File: config.mk
export PLATFORM = sky130hd
export DESIGN_NAME = fm_modulate
export DESIGN_NICKNAME = d
export VERILOG_FILES = /design/src/rtl/fm_pkg.sv /design/src/rtl/fm_phase_accum.sv /design/src/rtl/fm_modulate.sv
export SDC_FILE = /design/constraint.sdc
export NUM_CORES = 1
export LEC_CHECK = 0
export CAP_MARGIN = 0
export CORE_UTILIZATION = 50
export DETAILED_ROUTE_END_ITERATION = 8
export PLACE_DENSITY = 0.91
export REMOVE_ABC_BUFFERS = 1
export SYNTH_ARGS = -nofsm -noshare
export SYNTH_HDL_FRONTEND = slang
export SYNTH_SLANG_ARGS = --single-unit
File: constraint.sdc
create_clock -name s00_axis_aclk -period 3.15 [get_ports s00_axis_aclk]
set_input_delay 0.945 -clock s00_axis_aclk [delete_from_list [all_inputs] [get_ports s00_axis_aclk]]
set_output_delay 0.945 -clock s00_axis_aclk [all_outputs]
set_load 0.1 [all_outputs]
File: src/rtl/fm_pkg.sv
// Shared FM types and widths. The demodulator imports this too, so the output
// word layout {angle, magnitude} is defined in exactly one place.
package fm_pkg;

  localparam int PHASE_W  = 32;
  localparam int SAMPLE_W = 16;
  localparam int ANGLE_W  = 16;
  localparam int MAG_W    = 16;
  localparam int STRB_W   = 4;

  typedef struct packed {
    logic [ANGLE_W-1:0] angle;
    logic [MAG_W-1:0]   mag;
  } fm_word_t;

  typedef struct packed {
    logic [PHASE_W-1:0] inc;
    logic               last;
    logic [STRB_W-1:0]  strb;
  } fm_stage_t;

  // Per-sample phase step: carrier plus the sign-extended audio scaled by the deviation shift.
  function automatic logic [PHASE_W-1:0] fm_increment(
    input logic [SAMPLE_W-1:0] sample,
    input logic [PHASE_W-1:0]  fcw,
    input int unsigned         shift
  );
    logic [PHASE_W-1:0] sext;
    sext = {{(PHASE_W-SAMPLE_W){sample[SAMPLE_W-1]}}, sample};
    return fcw + (sext << shift);
  endfunction

endpackage

File: src/rtl/fm_phase_accum.sv
// Stage 2: phase accumulator plus the output register and its ready/valid handshake.
module fm_phase_accum
  import fm_pkg::*;
#(
  parameter logic [MAG_W-1:0] AMPLITUDE = 16'h7FFF
) (
  input  logic              clk,
  input  logic              rst_n,
  input  logic              in_valid,
  input  fm_stage_t         in_stage,
  input  logic              out_ready,
  output logic              advance,
  output logic              out_valid,
  output fm_word_t          out_word,
  output logic              out_last,
  output logic [STRB_W-1:0] out_strb
);

  logic [PHASE_W-1:0] phase_q, phase_d;
  logic               valid_q, valid_d;
  fm_word_t           word_q, word_d;
  logic               last_q, last_d;
  logic [STRB_W-1:0]  strb_q, strb_d;

  assign advance = in_valid && (!valid_q || out_ready);

  always_comb begin
    phase_d = phase_q;
    valid_d = valid_q;
    word_d  = word_q;
    last_d  = last_q;
    strb_d  = strb_q;
    if (advance) begin
      // Phase is never cleared by tlast: it runs continuously across packets.
      phase_d = phase_q + in_stage.inc;
      valid_d = 1'b1;
      word_d  = '{angle: phase_d[PHASE_W-1 -: ANGLE_W], mag: AMPLITUDE};
      last_d  = in_stage.last;
      strb_d  = in_stage.strb;
    end else if (out_ready) begin
      valid_d = 1'b0;
    end
  end

  always_ff @(posedge clk or negedge rst_n) begin
    if (!rst_n) begin
      phase_q <= '0;
      valid_q <= 1'b0;
      word_q  <= '0;
      last_q  <= 1'b0;
      strb_q  <= '0;
    end else begin
      phase_q <= phase_d;
      valid_q <= valid_d;
      word_q  <= word_d;
      last_q  <= last_d;
      strb_q  <= strb_d;
    end
  end

  assign out_valid = valid_q;
  assign out_word  = word_q;
  assign out_last  = last_q;
  assign out_strb  = strb_q;

endmodule

File: src/rtl/fm_modulate.sv
// AXI-Stream FM modulator: audio samples in, {phase angle, constant magnitude} out.
// Two-entry pipeline: stage 1 holds the phase increment, stage 2 accumulates.
module fm_modulate
  import fm_pkg::*;
#(
  parameter int                 C_S00_AXIS_TDATA_WIDTH = 32,
  parameter int                 C_M00_AXIS_TDATA_WIDTH = 32,
  parameter logic [PHASE_W-1:0] CARRIER_FCW            = 32'h0000_0000,
  parameter int unsigned        DEV_SHIFT              = 8,
  parameter logic [MAG_W-1:0]   AMPLITUDE              = 16'h7FFF
) (
  input  logic                              s00_axis_aclk,
  input  logic                              s00_axis_aresetn,
  input  logic                              s00_axis_tvalid,
  input  logic                              s00_axis_tlast,
  input  logic [C_S00_AXIS_TDATA_WIDTH-1:0] s00_axis_tdata,
  input  logic [STRB_W-1:0]                 s00_axis_tstrb,
  output logic                              s00_axis_tready,
  input  logic                              m00_axis_tready,
  output logic                              m00_axis_tvalid,
  output logic                              m00_axis_tlast,
  output logic [C_M00_AXIS_TDATA_WIDTH-1:0] m00_axis_tdata,
  output logic [STRB_W-1:0]                 m00_axis_tstrb
);

  logic      v1_q, v1_d;
  fm_stage_t s1_q, s1_d;
  logic      adv;
  logic      accept;
  fm_word_t  out_word;
  logic      unused_tdata;

  // Upper half of the input word carries no audio.
  assign unused_tdata = ^s00_axis_tdata[C_S00_AXIS_TDATA_WIDTH-1:SAMPLE_W];

  // Stage 1 can take a new sample whenever it is empty or draining this cycle.
  assign s00_axis_tready = !v1_q || adv;
  assign accept          = s00_axis_tvalid && s00_axis_tready;

  always_comb begin
    v1_d = v1_q;
    s1_d = s1_q;
    if (accept) begin
      v1_d = 1'b1;
      s1_d = '{inc:  fm_increment(s00_axis_tdata[SAMPLE_W-1:0], CARRIER_FCW, DEV_SHIFT),
               last: s00_axis_tlast,
               strb: s00_axis_tstrb};
    end else if (adv) begin
      v1_d = 1'b0;
    end
  end

  always_ff @(posedge s00_axis_aclk or negedge s00_axis_aresetn) begin
    if (!s00_axis_aresetn) begin
      v1_q <= 1'b0;
      s1_q <= '0;
    end else begin
      v1_q <= v1_d;
      s1_q <= s1_d;
    end
  end

  fm_phase_accum #(
    .AMPLITUDE (AMPLITUDE)
  ) u_accum (
    .clk       (s00_axis_aclk),
    .rst_n     (s00_axis_aresetn),
    .in_valid  (v1_q),
    .in_stage  (s1_q),
    .out_ready (m00_axis_tready),
    .advance   (adv),
    .out_valid (m00_axis_tvalid),
    .out_word  (out_word),
    .out_last  (m00_axis_tlast),
    .out_strb  (m00_axis_tstrb)
  );

  assign m00_axis_tdata = C_M00_AXIS_TDATA_WIDTH'(out_word);

endmodule
==> Yosys cells after proc, flatten, opt, wreduce, memory -nomap -nowiden <==
Cells that the tools add are included.
{ "classes": {"muxes": 4, "reduce_logical": 8, "add_sub_neg": 1} }
{ "op_table": {"columns": ["op", "count"], "rows": [
  ["adder 32 bit", 1],
  ["two-way mux 1 bit", 4],
  ["nonzero test 2 bit", 2],
  ["logical AND 1 bit", 2],
  ["zero test 1 bit", 2],
  ["logical OR 1 bit", 2]
]} }
{ "word_totals": {"out_inout_bits": 39, "regBits": 77, "in_bits": 41, "elab_cells": 23} }

==> Depth between registers and ports, before layout <==
Gate-level depths: netlist of the first run.
{ "depth": {"depth_word": 6, "depth_mapped": 9, "ltp_nobuf": 9} }

==> Modules after synthesis <==
A second synthesis of the first run with hierarchy kept.
{ "hier_totals": {"hier_cells": 502, "area_unflattened_um2": 4672.0} }
{ "modules_own_cells": {"columns": ["module", "seq_area_each_um2", "area_each_um2", "instances", "cells_per_inst"], "rows": [
  ["fm_phase_accum", 975.9, 3733.6, 1, 453],
  ["fm_modulate", 550.5, 938.4, 1, 49]
]} }

==> Worst setup path before layout of the first run <==
OpenSTA, ideal clock, no wires.
{ "synth_timing": {"path_type": "register -> register", "start": "register u_accum.valid_q (netlist: u_accum.out_valid)", "end": "register s1_q[0] (netlist bit)", "setup_ns": 0.125, "path_buffers": 1, "period_less_slack_ns": 3.169, "arrival_ns": 3.044, "required_time_ns": 3.025, "setup_slack_ns": -0.019, "stages_incl_launch_ff": 5, "cell_sequence": "dfrtp_1 > nand3b_1 > nand2_1 > clkbuf_1 > mux2_2"} }
{ "synth_via": {"elab_chain_cells": 5} }
{ "synth_lines": {"columns": ["item", "line", "rtl"], "rows": [
  ["from (decl)", "fm_phase_accum.sv:20", "logic valid_q, valid_d;"],
  ["from (signal assigned)", "fm_phase_accum.sv:54", "valid_q <= valid_d;"],
  ["zero test 1 bit", "fm_phase_accum.sv:25", "assign advance = in_valid && (!valid_q || out_ready);"],
  ["logical OR 1 bit", "fm_phase_accum.sv:25", null],
  ["logical AND 1 bit", "fm_phase_accum.sv:25", null],
  ["logical OR 1 bit", "fm_modulate.sv:37", "assign s00_axis_tready = !v1_q || adv;"],
  ["net s00_axis_tready", "fm_modulate.sv:18", "output logic s00_axis_tready,"],
  ["logical AND 1 bit", "fm_modulate.sv:38", "assign accept = s00_axis_tvalid && s00_axis_tready;"],
  ["to (signal assigned)", "fm_modulate.sv:56", "s1_q <= '0;"],
  ["to (signal assigned)", "fm_modulate.sv:59", "s1_q <= s1_d;"],
  ["to (decl)", "fm_modulate.sv:27", "fm_stage_t s1_q, s1_d;"]
]} }
The timed path passes the listed nets, and every way through them passes these cells.
A chain may end at the register's enable or synchronous reset.

==> Worst setup path after layout of the first run <==
{ "layout_timing": {"start": "input port m00_axis_tready", "end": "output port s00_axis_tready"} }
{ "layout_via": {"elab_chain_cells": 3} }
{ "layout_lines": {"columns": ["item", "line", "rtl"], "rows": [
  ["from (decl)", "fm_modulate.sv:19", "input logic m00_axis_tready,"],
  ["logical OR 1 bit", "fm_phase_accum.sv:25", null],
  ["logical AND 1 bit", "fm_phase_accum.sv:25", null],
  ["logical OR 1 bit", "fm_modulate.sv:37", null],
  ["to (decl)", "fm_modulate.sv:18", null]
]} }
No other way between the ends.

==> summary.md, run 1 <==
| Metric | Value |
|---|---|
| First-pass GRT wire length | `11.0 mm` |
| Leading cell type in the layout, fill and taps excluded | `dfrtp_1` |
| ANT cells | `0` |
| Initial Util | `52.2%` |
| Detailed Route WL | `6.22 mm` |
| Outcome | `complete, no violations` |
| #FFs+latches synth | `53` |
| Vias post-DR | `2,430` |
| RSZ-0062 raised after global routing | `no` |
| Hold slack | `475 ps` |
| Dominant synthesized flop cell | `dfrtp_1` |
| Post-Syn Area | `0.00333 mm²` |
| Reg area | `0.00133 mm²` |
| Post-synth EDFFs | `0` |
| Top-area cell type share of the netlist area | `39.8%` |
| Post-synthesis mux area share | `10.4%` |
| Arr. time, crit path | `1820 ps` |
| Post-synth top area cell | `dfrtp_1` |
| Initial antenna violation count | `0` |
| Die W | `83.7 µm` |
| Layout Nets | `423` |
| CP required | `2200 ps` |
| Static leakage | `1.70 nW` |
| Placeable Area | `0.00639 mm²` |
| DRT iter0 DRCs | `97` |
| Hold Crit Class | `register to register` |
| Post-CTS Setup Repair Bufs | `0` |
| Final slew viol count | `0` |
| Mapped Cells | `326` |
| Top post-synthesis cells by area | `dfrtp_1 40%, mux2_2 9.8%, ha_1 8.6%` |
| Post-DP HPWL | `4.55 mm` |
| Area added between synthesis and finish | `14.3%` |
| Most frequent cells in the layout | `53 x dfrtp_1, 39 x buf_4, 35 x nand2_1, 29 x mux2_2` |
| Final setup margin | `381 ps` |
| WL per Instance | `14.3 µm` |
| Syn Area/Cell | `10.2 µm²` |
| Sequential-to-total area share from yosys stat | `39.8%` |
| CP Capture Type | `output pin` |
| Pin count of the biggest net entering global routing | `54` |
| Post-cts resize count | `0` |
| CTS HTree Levels | `2` |
| GPL Wtd Cong | `0.810` |
| Vias in the first global route | `2,456` |
| CTS tree | `built` |
| Share of cells above drive strength 1 | `24.8%` |
| Crit Path Max Fanout | `3` |
| CTS sink count | `53` |
| Site Rows | `29` |
| Cell Pwr Density | `1130 mW/mm²` |
| Startpoint Class | `input pin` |
| Slew Limit Headroom | `56.1%` |
| Setup TNS | `0 ps` |
| Overall Power | `0.00432 W` |
| Main combinational cell family by area after synthesis | `compound AO/OA/AOI/OAI gates` |
| Distinct cell type count after synthesis | `49` |
| Vias per cell | `5.57` |
| CTS Buffer Depth | `2` |
| GR Overflow Total | `0` |
| Period utilization | `87.9%` |
| Port bufs | `62` |
| Post-Synth Adder-Cell Area | `9.23%` |
| Dpl ws | `382 ps` |
| Max Fclk | `361 MHz` |
| Die H | `83.7 µm` |
| Post-Synth XOR/XNOR Area | `5.52%` |
| Drt first pass iters | `4` |
| Clk_skew | `4.99 ps` |
| Ys async rst share | `100%` |
| Kind of critical path | `input pin to output pin` |
| Max-cap violations | `0` |
| Drt drc | `0` |
| GRT Util Overall | `19.1%` |
| Multi-input logic area | `0.00172 mm²` |
| Root buf cell | `clkbuf_8` |
| Worst Max-Slew Pin Slew | `658 ps` |
| Yosys warns | `0` |
| Clock Latency Late Sink | `300 ps` |
| Util after Layout | `59.7%` |
| Hold_buf cts | `0` |
| Fillers | `559` |
| Clk pin slew, worst setup/hold paths | `90 ps` |
| Synth Area in Compound Gates | `16.1%` |
| DRT antenna net count | `0` |
| Post-synthesis simple-gate area fraction | `10.3%` |
| Worst vdd ir | `0.000762 V` |
| Die area | `0.00700 mm²` |
| IO Pins | `80` |
| Final Critical Period | `2770 ps` |
| TritonCTS Buffers | `5` |
| Final setup viols | `0` |
| Final hold violation count | `0` |
==> layer usage <==
layer | vias up | track usage, % | routed length [µm]
met5 | - | 0 | 0
li1 | 1189 | - | -
met3 | 11 | 3.76 | 304
met4 | 0 | 4.16 | 94
met2 | 75 | 33.9 | 3090
met1 | 1155 | 24.0 | 2720
==> power by group <==
group	internal [W]	leakage (nW)	total [W]	switching, W
Combinational	0.000961	1.03	0.00289	0.00193
Sequential	0.000896	0.625	0.00106	0.000159
Clock	0.000154	0.0439	0.000372	0.000218
Total	0.00201	1.70	0.00432	0.00231
==> state kept, by name, indices dropped and copies added, names as in the netlist <==
name               cells
s1_q                  21
u_accum.out_valid      1
v1_q                   1
u_accum.out_strb       4
u_accum.phase_q        8
u_accum.out_word      17
u_accum.out_last       1
==> worst max-delay path, stage by stage <==
cell and delay, ps:
clkdlybuf4s50_1 400, nand3b_1 250, buf_12 220
==> stage by stage <==
step / instances / area (µm²)
floorplan: 286 / 3060
global placement: 428 / 3720
detailed placement: 428 / 3720
CTS: 436 / 3810
global route: 436 / 3810
finish: 436 / 3810
==> final cells by class <==
class	instances	area share [%]
clock inverter	3	0.460
timing repair buffer	65	14.9
clock buffer	5	1.81
multi-input combinational	230	45.2
inverter	3	0.295
tap	77	2.53
sequential	53	34.8
==> kinds of logic (layout without fill, tap and decap cells) <==
group	after synthesis	count (layout)
other	1	1
buffers and inverters	43	76
adder cells (fa/ha/maj)	24	24
flip-flops	53	53
multiplexers	31	31
XOR/XNOR	21	21
AO/OA/AOI/OAI	82	82
AND/OR/NAND/NOR	71	71
==> synth_stat cells, types with 2 or more instances <==
cell type  instances
nor2_1             8
xnor2_1           11
o21ai_1           11
o21ai_0           21
nor3_1             3
xor2_1            10
clkbuf_1           6
inv_1              3
dfrtp_1           53
buf_4             33
and3_1             3
o311ai_1           2
ha_1              23
nand4_1            4
nand2b_1           4
mux2i_1            2
o211ai_1           3
nand3_1            3
nor2b_1            4
a21oi_1           22
o21bai_1           2
nand2_1           35
a21o_1             6
mux2_2            29
==> final timing paths <==
kind                                   endpoint  cells past startpoint            startpoint  slack, ps
max                             s00_axis_tready                      3       m00_axis_tready        380
min                        u_accum.out_word[31]                      1  u_accum.out_word[31]        480
max reg2reg                u_accum.out_word[26]                      9              s1_q[13]        580
min reg2reg                u_accum.out_word[31]                      1  u_accum.out_word[31]        480
max in group asynchronous  u_accum.out_word[18]                      2      s00_axis_aresetn       1960
min in group asynchronous   u_accum.phase_q[13]                      2      s00_axis_aresetn        760
(Power assumes the default switching activity.)
==> inputs of run 2 (changes only) <==
--- a/config.mk
+++ b/config.mk
@@ -5,8 +5,10 @@
 export SDC_FILE = /design/constraint.sdc
 export NUM_CORES = 1
 export LEC_CHECK = 0
-export CAP_MARGIN = 0
-export CORE_UTILIZATION = 50
+export CAP_MARGIN = 20
+export CELL_PAD_IN_SITES_DETAIL_PLACEMENT = 0
+export CELL_PAD_IN_SITES_GLOBAL_PLACEMENT = 1
+export CORE_UTILIZATION = 38
 export DETAILED_ROUTE_END_ITERATION = 8
 export PLACE_DENSITY = 0.91
 export REMOVE_ABC_BUFFERS = 1
==> summary.md, run 2 (synthesized netlist as in run 1, its figures left out) <==
| Metric | Value |
|---|---|
| Arr. time, crit path | `1820 ps` |
| Drt drc | `0` |
| DRT iter0 DRCs | `78` |
| Initial Util | `40.0%` |
| Placed Cells | `456` |
| Outcome | `complete, no violations` |
| TritonCTS Buffers | `5` |
| Hold slack | `488 ps` |
| Clk_skew | `3.51 ps` |
| CP Capture Type | `output pin` |
| Final setup margin | `381 ps` |
| Placed Area | `0.00377 mm²` |
| Non-filler cells, final | `464` |
| CP required | `2200 ps` |
| Fin area | `0.00389 mm²` |
| Most frequent cells in the layout | `53 x dfrtp_1, 38 x buf_4, 35 x nand2_1, 29 x mux2_2` |
| Initial antenna violation count | `0` |
| CTS Buffer Depth | `2` |
| Pin count of the biggest net entering global routing | `47` |
| Die H | `95.7 µm` |
| DRT antenna net count | `0` |
| Vias in the first global route | `2,288` |
| GRT Util Overall | `15.3%` |
| Hold Crit Class | `register to register` |
| Leading cell type in the layout, fill and taps excluded | `dfrtp_1` |
| Die W | `95.7 µm` |
| CP max stage delay | `410 ps` |
| Port bufs | `62` |
| Biggest register | `s1_q` |
| Clock Latency Late Sink | `310 ps` |
| Largest register FFs | `21` |
| Worst Max-Slew Pin Slew | `623 ps` |
| Final slew viol count | `0` |
| Max Fclk | `361 MHz` |
| Vias post-DR | `2,329` |
| Vias per cell | `5.02` |
| Share of cells above drive strength 1 | `24.8%` |
| Site Rows | `33` |
| CTS tree | `built` |
| Worst vdd ir | `0.000519 V` |
| Post-CTS Setup Repair Bufs | `0` |
| GPL Wtd Cong | `0.893` |
| CTS HTree Levels | `2` |
| Cell Pwr Density | `1130 mW/mm²` |
| Clk pin slew, worst setup/hold paths | `90 ps` |
| Layout Nets | `423` |
| Final setup viols | `0` |
| Static leakage | `1.72 nW` |
| Crit Path Max Fanout | `3` |
| CTS sink count | `53` |
| Slew Limit Headroom | `58.5%` |
| Post-cts resize count | `0` |
| Slowest library cell on the worst path | `clkdlybuf4s50_1` |
| Dpl ws | `372 ps` |
| IO Pins | `80` |
| RSZ-0062 raised after global routing | `no` |
| Max-cap violations | `0` |
| First-pass GRT wire length | `10.8 mm` |
| Startpoint Class | `input pin` |
| WL per Instance | `13.4 µm` |
| Post-DP HPWL | `4.66 mm` |
| Setup TNS | `0 ps` |
| Final hold violation count | `0` |
| Kind of critical path | `input pin to output pin` |
| Cell Chain, Critical Path | `clkdlybuf4s50_1, nand3b_1, buf_12` |
| Area added between synthesis and finish | `16.7%` |
| Period utilization | `87.9%` |
| Root buf cell | `clkbuf_8` |
| Hold_buf cts | `0` |
| Detailed Route WL | `6.20 mm` |
| Placeable Area | `0.00834 mm²` |
| Drt first pass iters | `4` |
| Final Critical Period | `2770 ps` |
| Die area | `0.00915 mm²` |
| ANT cells | `0` |
| GR Overflow Total | `0` |
[run 2: where the power goes]
part           internal, W  switching [W]
combinational     0.000963        0.00191
clock             0.000259       0.000229
sequential        0.000896       0.000158
total              0.00212        0.00229
[run 2: per-layer routing]
layer  share of wire [%]  global-route usage [%]  up-vias
met2                  49                    26.1       33
met5                   0                       0        -
li1                    -                       -     1195
met4                 1.7                    5.60        0
met3                 3.2                    2.95        8
met1                  46                    19.1     1093
[run 2: worst max-delay path: cells and delay by family]
kind	cells	cell delay (ps)
simple gates	1	250
buf+inv	2	630
[run 2: layout make-up]
type | count | area, µm²
Timing Repair Buffer | 65 | 581
Sequential cell | 53 | 1330
Clock inverter | 2 | 37.5
Fill cell | 810 | 4450
Multi-Input combinational cell | 230 | 1720
Clock buffer | 6 | 82.6
Inverter | 3 | 11.3
Tap cell | 105 | 131
[run 2: metrics by stage]
step / total power (W) / utilization, %
2_1_floorplan: 0.00336 / -
3_3_place_gp: 0.00389 / 45.2
3_5_place_dp: 0.00394 / 45.2
4_1_cts: 0.00445 / 46.7
5_1_grt: 0.00475 / 46.7
6_report: 0.00441 / 46.7
[run 2: path summary, 6_finish.rpt]
kind	from	end	slack, ps	depth (start not counted)
worst max register to register	s1_q[13]	u_accum.out_word[26]	630	9
worst max-delay path	m00_axis_tready	s00_axis_tready	380	3
min in group asynchronous	s00_axis_aresetn	s1_q[4]	640	1
max in group asynchronous	s00_axis_aresetn	u_accum.phase_q[15]	1950	2
worst min-delay path	u_accum.phase_q[10]	u_accum.phase_q[10]	490	2
worst min register to register	u_accum.phase_q[10]	u_accum.phase_q[10]	490	2
==> inputs of run 3 (changes only) <==
--- a/config.mk
+++ b/config.mk
@@ -8,10 +8,11 @@
 export CAP_MARGIN = 20
 export CELL_PAD_IN_SITES_DETAIL_PLACEMENT = 0
 export CELL_PAD_IN_SITES_GLOBAL_PLACEMENT = 1
-export CORE_UTILIZATION = 38
+export CORE_UTILIZATION = 41
 export DETAILED_ROUTE_END_ITERATION = 8
-export PLACE_DENSITY = 0.91
+export PLACE_DENSITY = 0.92
 export REMOVE_ABC_BUFFERS = 1
 export SYNTH_ARGS = -nofsm -noshare
 export SYNTH_HDL_FRONTEND = slang
+export SYNTH_HIERARCHICAL = 1
 export SYNTH_SLANG_ARGS = --single-unit
==> summary.md, run 3 <==
| Metric | Value |
|---|---|
| Outcome | `complete, no violations` |
| Drt drc | `0` |
| Arr. time, crit path | `2040 ps` |
| Initial antenna violation count | `0` |
| Dominant synthesized flop cell | `dfrtp_1` |
| Multi-input logic area | `0.00269 mm²` |
| Mapped Cells | `502` |
| Clock Latency Late Sink | `330 ps` |
| Post-cts resize count | `0` |
| Vias per cell | `5.66` |
| Count leader, synth | `nand2_1` |
| Leading cell type in the layout, fill and taps excluded | `nand2_1` |
| Top-area cell type share of the netlist area | `32.7%` |
| Post-synth EDFFs | `0` |
| Max Fclk | `335 MHz` |
| Placeable Area | `0.0110 mm²` |
| Port bufs | `62` |
| Post-CTS Setup Repair Bufs | `0` |
| Net Sw Frac | `51.7%` |
| Crit Path Max Fanout | `3` |
| Drt first pass iters | `4` |
| Non-filler cells, final | `676` |
| Startpoint Class | `input pin` |
| Util after Layout | `48.2%` |
| Placed Cells | `660` |
| Ys async rst share | `100%` |
| RSZ-0062 raised after global routing | `no` |
| Area added between synthesis and finish | `13.3%` |
| Die H | `109 µm` |
| Final setup margin | `164 ps` |
| Max-cap violations | `0` |
| Worst vdd ir | `0.000876 V` |
| Static leakage | `2.33 nW` |
| Die W | `109 µm` |
| Largest register FFs | `32` |
| Internal power | `0.00305 W` |
| Worst Max-Slew Pin Slew | `724 ps` |
| Root buf cell | `clkbuf_16` |
| DRT antenna net count | `0` |
| Clock Power Share | `16.1%` |
| GRT Util Overall | `19.2%` |
| Syn Area/Cell | `9.31 µm²` |
| Period utilization | `94.8%` |
| Vias post-DR | `3,827` |
| #FFs+latches synth | `61` |
| Share of cells above drive strength 1 | `17.7%` |
| WL per Instance | `15.8 µm` |
| Commonest cells post-synth | `77 x nand2_1, 61 x dfrtp_1, 37 x o21ai_0` |
| Die area | `0.0118 mm²` |
| Vias in the first global route | `3,707` |
| Most frequent cells in the layout | `76 x nand2_1, 61 x dfrtp_1, 40 x buf_4, 37 x o21ai_0, 31 x ha_1` |
| Cell Pwr Density | `1190 mW/mm²` |
| Initial Util | `42.5%` |
| DRT iter0 DRCs | `209` |
| Top post-synthesis cells by area | `dfrtp_1 33%, ha_1 8.3%, mux2_4 6.4%` |
| Final hold violation count | `0` |
| CP max stage delay | `450 ps` |
| Yosys warns | `6` |
| CTS HTree Levels | `3` |
| Overall Power | `0.00631 W` |
| Clk_skew | `7.27 ps` |
| CTS Buffer Depth | `2` |
| CTS sink count | `61` |
| TritonCTS Buffers | `9` |
| GPL Wtd Cong | `0.848` |
| Hold Crit Class | `register to register` |
| Sequential share of power | `20.4%` |
| Slowest library cell on the worst path | `clkdlybuf4s50_1` |
| Sequential-to-total area share from yosys stat | `32.7%` |
| IO Pins | `80` |
| Pin count of the biggest net entering global routing | `66` |
| Slew Limit Headroom | `51.2%` |
| Reg area | `0.00153 mm²` |
| CTS tree | `built` |
| CP Capture Type | `output pin` |
| Fillers | `1,037` |
| Post-synth top area cell | `dfrtp_1` |
| Dpl ws | `157 ps` |
| ANT cells | `0` |
| GR Overflow Total | `0` |
| Post-Syn Area | `0.00467 mm²` |
| Layout Nets | `604` |
| Biggest register | `u_accum/phase_q` |
| Final setup viols | `0` |
| Hold_buf cts | `0` |
| Post-DP HPWL | `7.76 mm` |
| Final Critical Period | `2990 ps` |
| Cell Chain, Critical Path | `clkdlybuf4s50_1, nand2b_1, nand2_2, inv_1, nand2b_4, buf_12` |
| Gate power share | `63.5%` |
| CP required | `2200 ps` |
| Site Rows | `38` |
| Kind of critical path | `input pin to output pin` |
| Detailed Route WL | `10.7 mm` |
| Clk pin slew, worst setup/hold paths | `60 ps` |
| Distinct cell type count after synthesis | `70` |
| Hold slack | `477 ps` |
| Final slew viol count | `0` |
| First-pass GRT wire length | `17.8 mm` |
| Net switching power | `0.00326 W` |
==> run 3: cell types whose count changed in the layout (fill, tap and decap cells not counted), sizes merged, moves of 6 or more <==
cell,before,now
inv,3,11
o31ai,0,6
conb,1,10
nor3,4,10
dfrtp,53,61
or3,0,6
nand4,4,14
a21oi,22,30
mux2,29,21
nor2,8,18
o21a,1,10
nand2,35,78
ha,23,31
==> run 3: worst max-delay path, delay by kind of cell <==
kind	cells	cell delay, ps
buffers and inverters	3	710
and+or+nand+nor	3	380
==> run 3: routing by layer <==
layer | global-route usage, % | share of wire (%)
met1 | 24.9 | 46
met2 | 31.5 | 46
met3 | 4.30 | 5.2
met4 | 6.56 | 1.9
met5 | 0 | 0
==> run 3: power by group through the flow <==
stage	combinational (W)	clock (W)	sequential, W
floorplan	0.00226	0	0.00212
global placement	0.00386	0	0.00129
detailed placement	0.00393	0	0.00130
CTS	0.00396	0.00104	0.00129
global route	0.00436	0.00106	0.00133
finish	0.00401	0.00101	0.00129
==> run 3: final cells by class <==
type,instances,area share (%)
clock buffers,9,4.25
clock inverters,7,1.49
inverters,7,0.496
multi-input cells,386,50.8
flip-flops and latches,61,28.8
well taps,140,3.31
repair buffers,66,10.9
==> run 3: final timing paths <==
check                                  from             endpoint  slack (ps)  cells past startpoint
max                         m00_axis_tready      s00_axis_tready         160                      6
min                                 s1_q[3]  u_accum/out_strb[3]         480                      2
max reg2reg                        s1_q[17]  u_accum/phase_q[23]         490                      7
min reg2reg                         s1_q[3]  u_accum/out_strb[3]         480                      2
max in group asynchronous  s00_axis_aresetn   u_accum/phase_q[6]        1850                      2
min in group asynchronous  s00_axis_aresetn    u_accum/out_valid         670                      1
==> run 3: logic make-up after synthesis <==
group                    Yosys count  share of synthesized area (%)
AO/OA/AOI/OAI                    148                           21.6
XOR/XNOR                          15                           2.81
adder cells (fa/ha/maj)           32                           8.73
buffers and inverters             63                           10.5
flip-flops                        61                           32.7
multiplexers                      24                           7.31
other                              2                          0.161
AND/OR/NAND/NOR                  157                           16.2
==> run 3: through the flow <==
stage | area (µm²) | TNS (ps)
after CTS | 5300 | 0
after detailed placement | 4990 | 0
after global routing | 5300 | 0
after global placement | 4990 | 0
after floorplan | 4240 | -131350
final | 5300 | 0
